<file path="src/rtl/lcd_pkg.sv">
// Shared constants, FSM states and DDRAM address helpers for the HD44780 responder.
package lcd_pkg;

    // Instruction opcode masks; an instruction is identified by its highest set bit.
    localparam logic [7:0] OP_CLEAR   = 8'h01;
    localparam logic [7:0] OP_HOME    = 8'h02;
    localparam logic [7:0] OP_ENTRY   = 8'h04;
    localparam logic [7:0] OP_DISPLAY = 8'h08;
    localparam logic [7:0] OP_SHIFT   = 8'h10;
    localparam logic [7:0] OP_FUNC    = 8'h20;
    localparam logic [7:0] OP_CGRAM   = 8'h40;
    localparam logic [7:0] OP_DDRAM   = 8'h80;

    // DDRAM geometry: two 40-character lines at 0x00 and 0x40, 80 bytes total.
    localparam logic [6:0] LINE0_BASE = 7'h00;
    localparam logic [6:0] LINE1_BASE = 7'h40;
    localparam int         LINE_LEN   = 40;
    localparam int         DDRAM_SIZE = 80;
    localparam logic [7:0] BLANK      = 8'h20;

    typedef enum logic [1:0] {
        S_IDLE  = 2'd0,
        S_CLEAR = 2'd1,
        S_BUSY  = 2'd2
    } state_e;

    // Map an HD44780 DDRAM address onto the packed 0..79 storage index.
    function automatic logic [6:0] phys_addr(input logic [6:0] a, input logic two_line);
        if (two_line && (a >= LINE1_BASE)) begin
            return a - LINE1_BASE + 7'(LINE_LEN);
        end
        return a;
    endfunction

    // True when a Set-DDRAM-address request names a real character cell.
    function automatic logic addr_valid(input logic [6:0] a, input logic two_line);
        if (two_line) begin
            return (a < LINE0_BASE + 7'(LINE_LEN)) ||
                   ((a >= LINE1_BASE) && (a < LINE1_BASE + 7'(LINE_LEN)));
        end
        return a < 7'(DDRAM_SIZE);
    endfunction

    // Move the address counter one cell, jumping between lines in two-line mode.
    function automatic logic [6:0] ac_step(input logic [6:0] a, input logic inc, input logic two_line);
        if (two_line) begin
            if (inc) begin
                if (a == LINE0_BASE + 7'(LINE_LEN - 1)) return LINE1_BASE;
                if (a == LINE1_BASE + 7'(LINE_LEN - 1)) return LINE0_BASE;
                return a + 7'd1;
            end
            if (a == LINE0_BASE) return LINE1_BASE + 7'(LINE_LEN - 1);
            if (a == LINE1_BASE) return LINE0_BASE + 7'(LINE_LEN - 1);
            return a - 7'd1;
        end
        if (inc) begin
            return (a == 7'(DDRAM_SIZE - 1)) ? 7'd0 : a + 7'd1;
        end
        return (a == 7'd0) ? 7'(DDRAM_SIZE - 1) : a - 7'd1;
    endfunction

endpackage

</file>
<file path="src/rtl/lcd_ddram.sv">
// 80x8 display data RAM: one synchronous write port, one registered read port.
// A same-cycle write and read of one location returns the old byte.
module lcd_ddram
    import lcd_pkg::*;
(
    input  logic       clk,
    input  logic       srst,
    input  logic       we,
    input  logic [6:0] wr_addr,
    input  logic [7:0] wr_data,
    input  logic [6:0] rd_addr,
    output logic [7:0] rd_data
);

    logic [7:0] mem [DDRAM_SIZE];

    // Write port; contents are deliberately left untouched by reset.
    always_ff @(posedge clk) begin
        if (we) begin
            mem[wr_addr] <= wr_data;
        end
    end

    // Registered read port, output register cleared on reset.
    always_ff @(posedge clk) begin
        if (srst) begin
            rd_data <= 8'h00;
        end else begin
            rd_data <= mem[rd_addr];
        end
    end

endmodule

</file>
<file path="src/rtl/lcd_responder.sv">
// HD44780-compatible bus responder: latches writes on E falling edges,
// decodes instructions, mirrors DDRAM and models the controller busy time.
module lcd_responder
    import lcd_pkg::*;
#(
    parameter int CLK_FREQ = 50000000,
    parameter int T_SHORT  = int'(CLK_FREQ * 40.0e-6),
    parameter int T_LONG   = int'(CLK_FREQ * 1.52e-3),
    parameter int E_MIN    = int'(CLK_FREQ * 230.0e-9)
) (
    input  logic       clock,
    input  logic       internal_reset,
    input  logic       rs,
    input  logic       rw,
    input  logic       e,
    input  logic [7:0] d,
    input  logic [6:0] rd_addr,
    output logic [7:0] rd_data,
    output logic       busy,
    output logic [6:0] cursor_addr,
    output logic       display_on,
    output logic       cursor_on,
    output logic       blink_on,
    output logic       entry_inc,
    output logic       entry_shift,
    output logic       two_line,
    output logic       eight_bit,
    output logic       cmd_strobe,
    output logic       char_strobe,
    output logic       busy_violation,
    output logic       timing_error,
    output logic       addr_error
);

    state_e      state_q, state_d;
    logic [31:0] timer_q, timer_d;
    logic [6:0]  clr_idx_q, clr_idx_d;
    logic        e_q;
    logic [31:0] hi_cnt_q, hi_cnt_d;
    logic [6:0]  ac_q, ac_d;
    logic        display_on_q, display_on_d, cursor_on_q, cursor_on_d, blink_on_q, blink_on_d;
    logic        entry_inc_q, entry_inc_d, entry_shift_q, entry_shift_d;
    logic        two_line_q, two_line_d, eight_bit_q, eight_bit_d;
    logic        cmd_strobe_q, cmd_strobe_d, char_strobe_q, char_strobe_d;
    logic        busy_violation_q, busy_violation_d, timing_error_q, timing_error_d;
    logic        addr_error_q, addr_error_d;
    logic        fall;
    logic        we;
    logic [6:0]  wr_addr;
    logic [7:0]  wr_data;

    assign fall = e_q & ~e;

    // State register plus E edge detector and high-width counter.
    always_ff @(posedge clock) begin
        if (internal_reset) begin
            state_q          <= S_IDLE;
            timer_q          <= '0;
            clr_idx_q        <= '0;
            e_q              <= 1'b0;
            hi_cnt_q         <= '0;
            ac_q             <= '0;
            display_on_q     <= 1'b0;
            cursor_on_q      <= 1'b0;
            blink_on_q       <= 1'b0;
            entry_inc_q      <= 1'b1;
            entry_shift_q    <= 1'b0;
            two_line_q       <= 1'b0;
            eight_bit_q      <= 1'b1;
            cmd_strobe_q     <= 1'b0;
            char_strobe_q    <= 1'b0;
            busy_violation_q <= 1'b0;
            timing_error_q   <= 1'b0;
            addr_error_q     <= 1'b0;
        end else begin
            state_q          <= state_d;
            timer_q          <= timer_d;
            clr_idx_q        <= clr_idx_d;
            e_q              <= e;
            hi_cnt_q         <= hi_cnt_d;
            ac_q             <= ac_d;
            display_on_q     <= display_on_d;
            cursor_on_q      <= cursor_on_d;
            blink_on_q       <= blink_on_d;
            entry_inc_q      <= entry_inc_d;
            entry_shift_q    <= entry_shift_d;
            two_line_q       <= two_line_d;
            eight_bit_q      <= eight_bit_d;
            cmd_strobe_q     <= cmd_strobe_d;
            char_strobe_q    <= char_strobe_d;
            busy_violation_q <= busy_violation_d;
            timing_error_q   <= timing_error_d;
            addr_error_q     <= addr_error_d;
        end
    end

    // Next-state: busy countdown, clear sweep, and decode of accepted E pulses.
    always_comb begin
        state_d          = state_q;
        timer_d          = timer_q;
        clr_idx_d        = clr_idx_q;
        ac_d             = ac_q;
        display_on_d     = display_on_q;
        cursor_on_d      = cursor_on_q;
        blink_on_d       = blink_on_q;
        entry_inc_d      = entry_inc_q;
        entry_shift_d    = entry_shift_q;
        two_line_d       = two_line_q;
        eight_bit_d      = eight_bit_q;
        cmd_strobe_d     = 1'b0;
        char_strobe_d    = 1'b0;
        busy_violation_d = busy_violation_q;
        timing_error_d   = timing_error_q;
        addr_error_d     = addr_error_q;
        hi_cnt_d         = e ? ((hi_cnt_q == 32'hFFFF_FFFF) ? hi_cnt_q : hi_cnt_q + 32'd1) : 32'd0;
        we               = 1'b0;
        wr_addr          = phys_addr(ac_q, two_line_q);
        wr_data          = d;

        case (state_q)
            S_CLEAR: begin
                // Busy timer already runs here so Clear totals exactly T_LONG.
                we      = 1'b1;
                wr_addr = clr_idx_q;
                wr_data = BLANK;
                timer_d = timer_q - 32'd1;
                if (clr_idx_q == 7'(DDRAM_SIZE - 1)) begin
                    state_d = S_BUSY;
                end else begin
                    clr_idx_d = clr_idx_q + 7'd1;
                end
            end
            S_BUSY: begin
                if (timer_q == 32'd0) begin
                    state_d = S_IDLE;
                end else begin
                    timer_d = timer_q - 32'd1;
                end
            end
            default: ;
        endcase

        if (fall) begin
            if (hi_cnt_q < 32'(E_MIN)) begin
                timing_error_d = 1'b1;
            end else if (rw) begin
                // Reads are not modelled; the pulse is simply dropped.
            end else if (state_q != S_IDLE) begin
                busy_violation_d = 1'b1;
            end else begin
                state_d = S_BUSY;
                timer_d = 32'(T_SHORT - 1);
                if (rs) begin
                    we            = 1'b1;
                    char_strobe_d = 1'b1;
                    ac_d          = ac_step(ac_q, entry_inc_q, two_line_q);
                end else begin
                    cmd_strobe_d = 1'b1;
                    if ((d & OP_DDRAM) != 8'h00) begin
                        if (addr_valid(d[6:0], two_line_q)) begin
                            ac_d = d[6:0];
                        end else begin
                            addr_error_d = 1'b1;
                        end
                    end else if ((d & OP_CGRAM) != 8'h00) begin
                        // CGRAM is not mirrored.
                    end else if ((d & OP_FUNC) != 8'h00) begin
                        eight_bit_d = d[4];
                        two_line_d  = d[3];
                    end else if ((d & OP_SHIFT) != 8'h00) begin
                        // Display shift leaves DDRAM alone; only cursor moves matter.
                        if (!d[3]) begin
                            ac_d = ac_step(ac_q, d[2], two_line_q);
                        end
                    end else if ((d & OP_DISPLAY) != 8'h00) begin
                        display_on_d = d[2];
                        cursor_on_d  = d[1];
                        blink_on_d   = d[0];
                    end else if ((d & OP_ENTRY) != 8'h00) begin
                        entry_inc_d   = d[1];
                        entry_shift_d = d[0];
                    end else if ((d & OP_HOME) != 8'h00) begin
                        ac_d    = '0;
                        timer_d = 32'(T_LONG - 1);
                    end else if ((d & OP_CLEAR) != 8'h00) begin
                        state_d     = S_CLEAR;
                        clr_idx_d   = '0;
                        ac_d        = '0;
                        entry_inc_d = 1'b1;
                        timer_d     = 32'(T_LONG - 1);
                    end
                end
            end
        end
    end

    lcd_ddram u_ddram (
        .clk     (clock),
        .srst    (internal_reset),
        .we      (we),
        .wr_addr (wr_addr),
        .wr_data (wr_data),
        .rd_addr (rd_addr),
        .rd_data (rd_data)
    );

    assign busy           = (state_q != S_IDLE);
    assign cursor_addr    = ac_q;
    assign display_on     = display_on_q;
    assign cursor_on      = cursor_on_q;
    assign blink_on       = blink_on_q;
    assign entry_inc      = entry_inc_q;
    assign entry_shift    = entry_shift_q;
    assign two_line       = two_line_q;
    assign eight_bit      = eight_bit_q;
    assign cmd_strobe     = cmd_strobe_q;
    assign char_strobe    = char_strobe_q;
    assign busy_violation = busy_violation_q;
    assign timing_error   = timing_error_q;
    assign addr_error     = addr_error_q;

endmodule

</file>
<file path="config.mk">
export PLATFORM = sky130hd
export DESIGN_NAME = lcd_responder
export DESIGN_NICKNAME = d
export VERILOG_FILES = /design/src/rtl/lcd_pkg.sv /design/src/rtl/lcd_ddram.sv /design/src/rtl/lcd_responder.sv
export SDC_FILE = /design/constraint.sdc
export NUM_CORES = 1
export LEC_CHECK = 0
export BUFFER_PORTS_ARGS = -buffer_cell sky130_fd_sc_hd__clkbuf_2
export CORE_ASPECT_RATIO = 0.8
export CORE_UTILIZATION = 60
export DETAILED_ROUTE_END_ITERATION = 8
export GPL_ROUTABILITY_DRIVEN = 0
export GPL_TIMING_DRIVEN = 0
export PLACE_DENSITY = 0.77
export SYNTH_ARGS = -nofsm -noshare
export SYNTH_HDL_FRONTEND = slang
export SYNTH_SLANG_ARGS = --single-unit
</file>
<file path="constraint.sdc">
create_clock -name clock -period 4.3 [get_ports clock]
set_clock_uncertainty 0.05 [all_clocks]
set_input_delay 0.43 -clock clock [delete_from_list [all_inputs] [get_ports clock]]
set_output_delay 0.43 -clock clock [all_outputs]
set_load 0.01 [all_outputs]
</file>
==> results.cfg <==
[die]
pin_count = 48
die_y_um = 203
die_area_um2 = 51500
rows = 73
die_w_um = 254
start_util = 0.610
core_um2 = 49800

[cts]
cts-buffers-inserted = 71
clkSlewWorstSetupHoldPaths_ns = 0.06
cts_num_sinks = 741
htreeDepth = 3
clockBufferDepth = 3
cts_tree = done
cts_hold_buf = 0
cts_root_buf = clkbuf_16
post_cts_buffers = 0
clk_latency_ns = 0.62

[synthesis]
ys_ff_latch = 741
syn_area_per_cell_um2 = 16.5
yosysMostFrequentCell = edfxtp_1
yosys_warnings = 0
syn_nets = 1869
synth_top_area_cell = edfxtp_1
synth_top_area_share = 0.633
synth_commonest_cells = 640 x edfxtp_1, 176 x mux4_2, 169 x nor2_1
synth.area.top_cells = edfxtp_1 63%, mux4_2 13%, dfxtp_1 6.7%
syn-cell-area_um2 = 30400
synthArstFlopShare = 0
synth_seq_area_share = 0.700
netlist_instances = 1838
ys.flop_type = edfxtp_1
ys_types = 69
synth-edff-count = 640

[timing]
period_share = 0.974
setup_viol = 0
layout_min_cycle_time_ns = 4.19
max_slew.worst_pin.slew_ns = 1.25
final_hold_viol_count = 0
slew_headroom = 0.161
final_max_slew_viol_count = 0
fmax_ghz = 0.239
rsz0062_at_grt = yes

[cells_and_area]
seqCellArea_um2 = 21200
diodes = 0
drive_gt1_frac = 0.206
nFillCells = 3168
multi_input_area_um2 = 8860
fin_util = 0.684
nNetsFinal = 1997
area_growth_pct = 12.2

[grt]
use_met3 = 0.0733
grt_use_met2 = 0.449
grt-ovfl-total = 0
grt_use_met1 = 0.441
busiest_layer = met2
grt_antenna_before_repair = 0
grt_max_degree = 81
grt_pass1_wl_um = 111000
grtUsageTotal = 0.297
grt_pass1_vias = 17528

[place]
io_buffer_count = 43
dpl.hpwl_um = 48100

[setup_path]
path_max_fanout = 10
cpMostUsedCell = inv_1
arrival_ns = 4.38
worstPathCellList = inv_1 -> ha_1 -> inv_1 -> nor4b_1 -> o21ai_0 -> clkbuf_1 -> o21ai_1 -> nand3_1 -> nor2_1
critPathKind = register to register
start_kind = register
crit_start = state_q[1]
reg2reg_from = state_q[1]
cp.buffers_inverters = 3
cpPeakStageDelay_ns = 0.89
critPathSlowestCell = nor2_1
path_delay_family = simple AND/OR/NAND/NOR gates
cp-end-kind = register
worstPathRequired_ns = 4.49

[route]
postRouteAntennaNets = 0
num_vias = 18085
drt-total-wl_um = 74000
drt-wirelength-per-cell_um = 27.5
first_iter_violations = 2503
first_pass_iters = 7
drcViolationCount = 0
vias_per_cell = 6.71

[outcome]
status = finished, final reports clean

[worst_hold_path]
hp-start = rw
min_path_type = input pin to register

[flow_run]
maxCapViolCount = 0

[power_and_ir_drop]
vdd_drop_max_uv = 355
power_leakage_nw = 10.8
finalPower_mw = 14.4
power_density_nw_per_um2 = 423
[per-stage QoR]
step	TNS [ns]	setup slack [ns]	instances	hold slack [ns]	instance area, um^2
after global routing	-19.18	-0.178	2694	0.0864	34100
after floorplan	0	0.683	1838	0.395	30400
after CTS	0	0.116	2694	0.0642	33900
final	0	0.110	2694	0.0848	34100
after detailed placement	-0.407	-0.184	2568	0.403	31800
after global placement	-911.29	-1.91	2556	0.392	31400
[cells by family (layout without fill, tap and decap cells)]
logic type / after synthesis / after routing / synth area share
AOI/OAI and AO/OA: 231 / 231 / 0.0476
xor gates and xnor gates: 35 / 35 / 0.0101
adders and majority gates: 11 / 11 / 0.00453
buffers and inverters: 113 / 294 / 0.0148
DFF: 741 / 741 / 0.700
muxes: 208 / 208 / 0.141
and+or+nand+nor: 499 / 499 / 0.0823
[area by class of cell]
cell class	instances	share of cell area
multi-input cells	984	0.260
well taps	675	0.0248
inverters	20	0.00220
repair buffers	55	0.0149
clock inverters	31	0.00757
clock buffers	95	0.0560
flip-flops and latches	741	0.624
plain buffers	93	0.0109
[cells in the final DEF (no fill, tap or decap), types with 8 or more instances in the layout]
cell type	synthesis	final
edfxtp_1	640	640
mux4_2	176	176
nor2_1	169	116
dfxtp_1	101	101
clkbuf_1	66	85
nand2_1	84	84
clkbuf_16	0	71
a21oi_1	66	66
o21ai_0	62	62
nor2_2	0	52
clkbuf_2	1	45
nand3_1	40	40
nor3_1	33	33
mux2i_1	31	31
nor4_1	25	25
nand4_1	22	22
nor2b_1	26	20
inv_1	19	19
xor2_1	18	18
xnor2_1	17	17
a31oi_1	17	17
and3_1	15	15
or3_1	15	15
clkinv_1	1	13
or4_1	13	13
buf_1	12	12
buf_2	12	12
nand3b_1	11	11
o22ai_1	11	11
ha_1	11	11
a211oi_1	10	10
o211ai_1	9	9
nand2b_1	8	8
and2_1	8	8
and4_1	8	8
[tightest hold or removal path: stages]
cell and delay, ns:
clkbuf_2 0.09, nor2_1 0.04, nand4_1 0.08, a21oi_1 0.06
[flip-flops by register name (all words and copies together) (netlist names)]
| name | flops |
|---|---|
| state_q | 2 |
| cmd_strobe | 1 |
| hi_cnt_q | 32 |
| timer_q | 32 |
| entry_shift | 1 |
| entry_inc | 1 |
| blink_on | 1 |
| e_q | 1 |
| timing_error | 1 |
| cursor_addr | 7 |
| eight_bit | 1 |
| cursor_on | 1 |
| u_ddram.rd_data | 8 |
| busy_violation | 1 |
| u_ddram.mem | 640 |
| addr_error | 1 |
| display_on | 1 |
| two_line | 1 |
| char_strobe | 1 |
| clr_idx_q | 7 |
[timing repair]
| action | 4_1_cts | 5_1_grt |
|---|---|---|
| setup endpoints to repair | 0 | 491 |
| gates resized for setup | 0 | 52 |
| hold endpoints to repair | 0 | 0 |
[report_power, final]
part | leakage (nW) | switching [mW] | internal (mW) | total [mW]
Combinational | 3.23 | 0.423 | 0.252 | 0.675
Sequential | 6.57 | 0.00411 | 7.80 | 7.81
Clock | 1.04 | 2.65 | 3.26 | 5.91
[final timing paths]
path                                           end  slack, ns  cells past startpoint
worst min-delay path                busy_violation       0.08                      4
worst max register to register  u_ddram.mem[76][7]       0.11                      9
worst max-delay path            u_ddram.mem[76][7]       0.11                      9
worst min register to register      busy_violation       0.42                      2
[per-layer routing]
metal | wire [um] | up-vias | share of wire
met1 | 29700 | 9178 | 0.40
met3 | 8370 | 146 | 0.11
met4 | 1650 | 0 | 0.022
li1 | - | 7606 | -
met5 | 0 | - | 0
met2 | 34300 | 1155 | 0.46
Power figures use the tool's default switching activity.
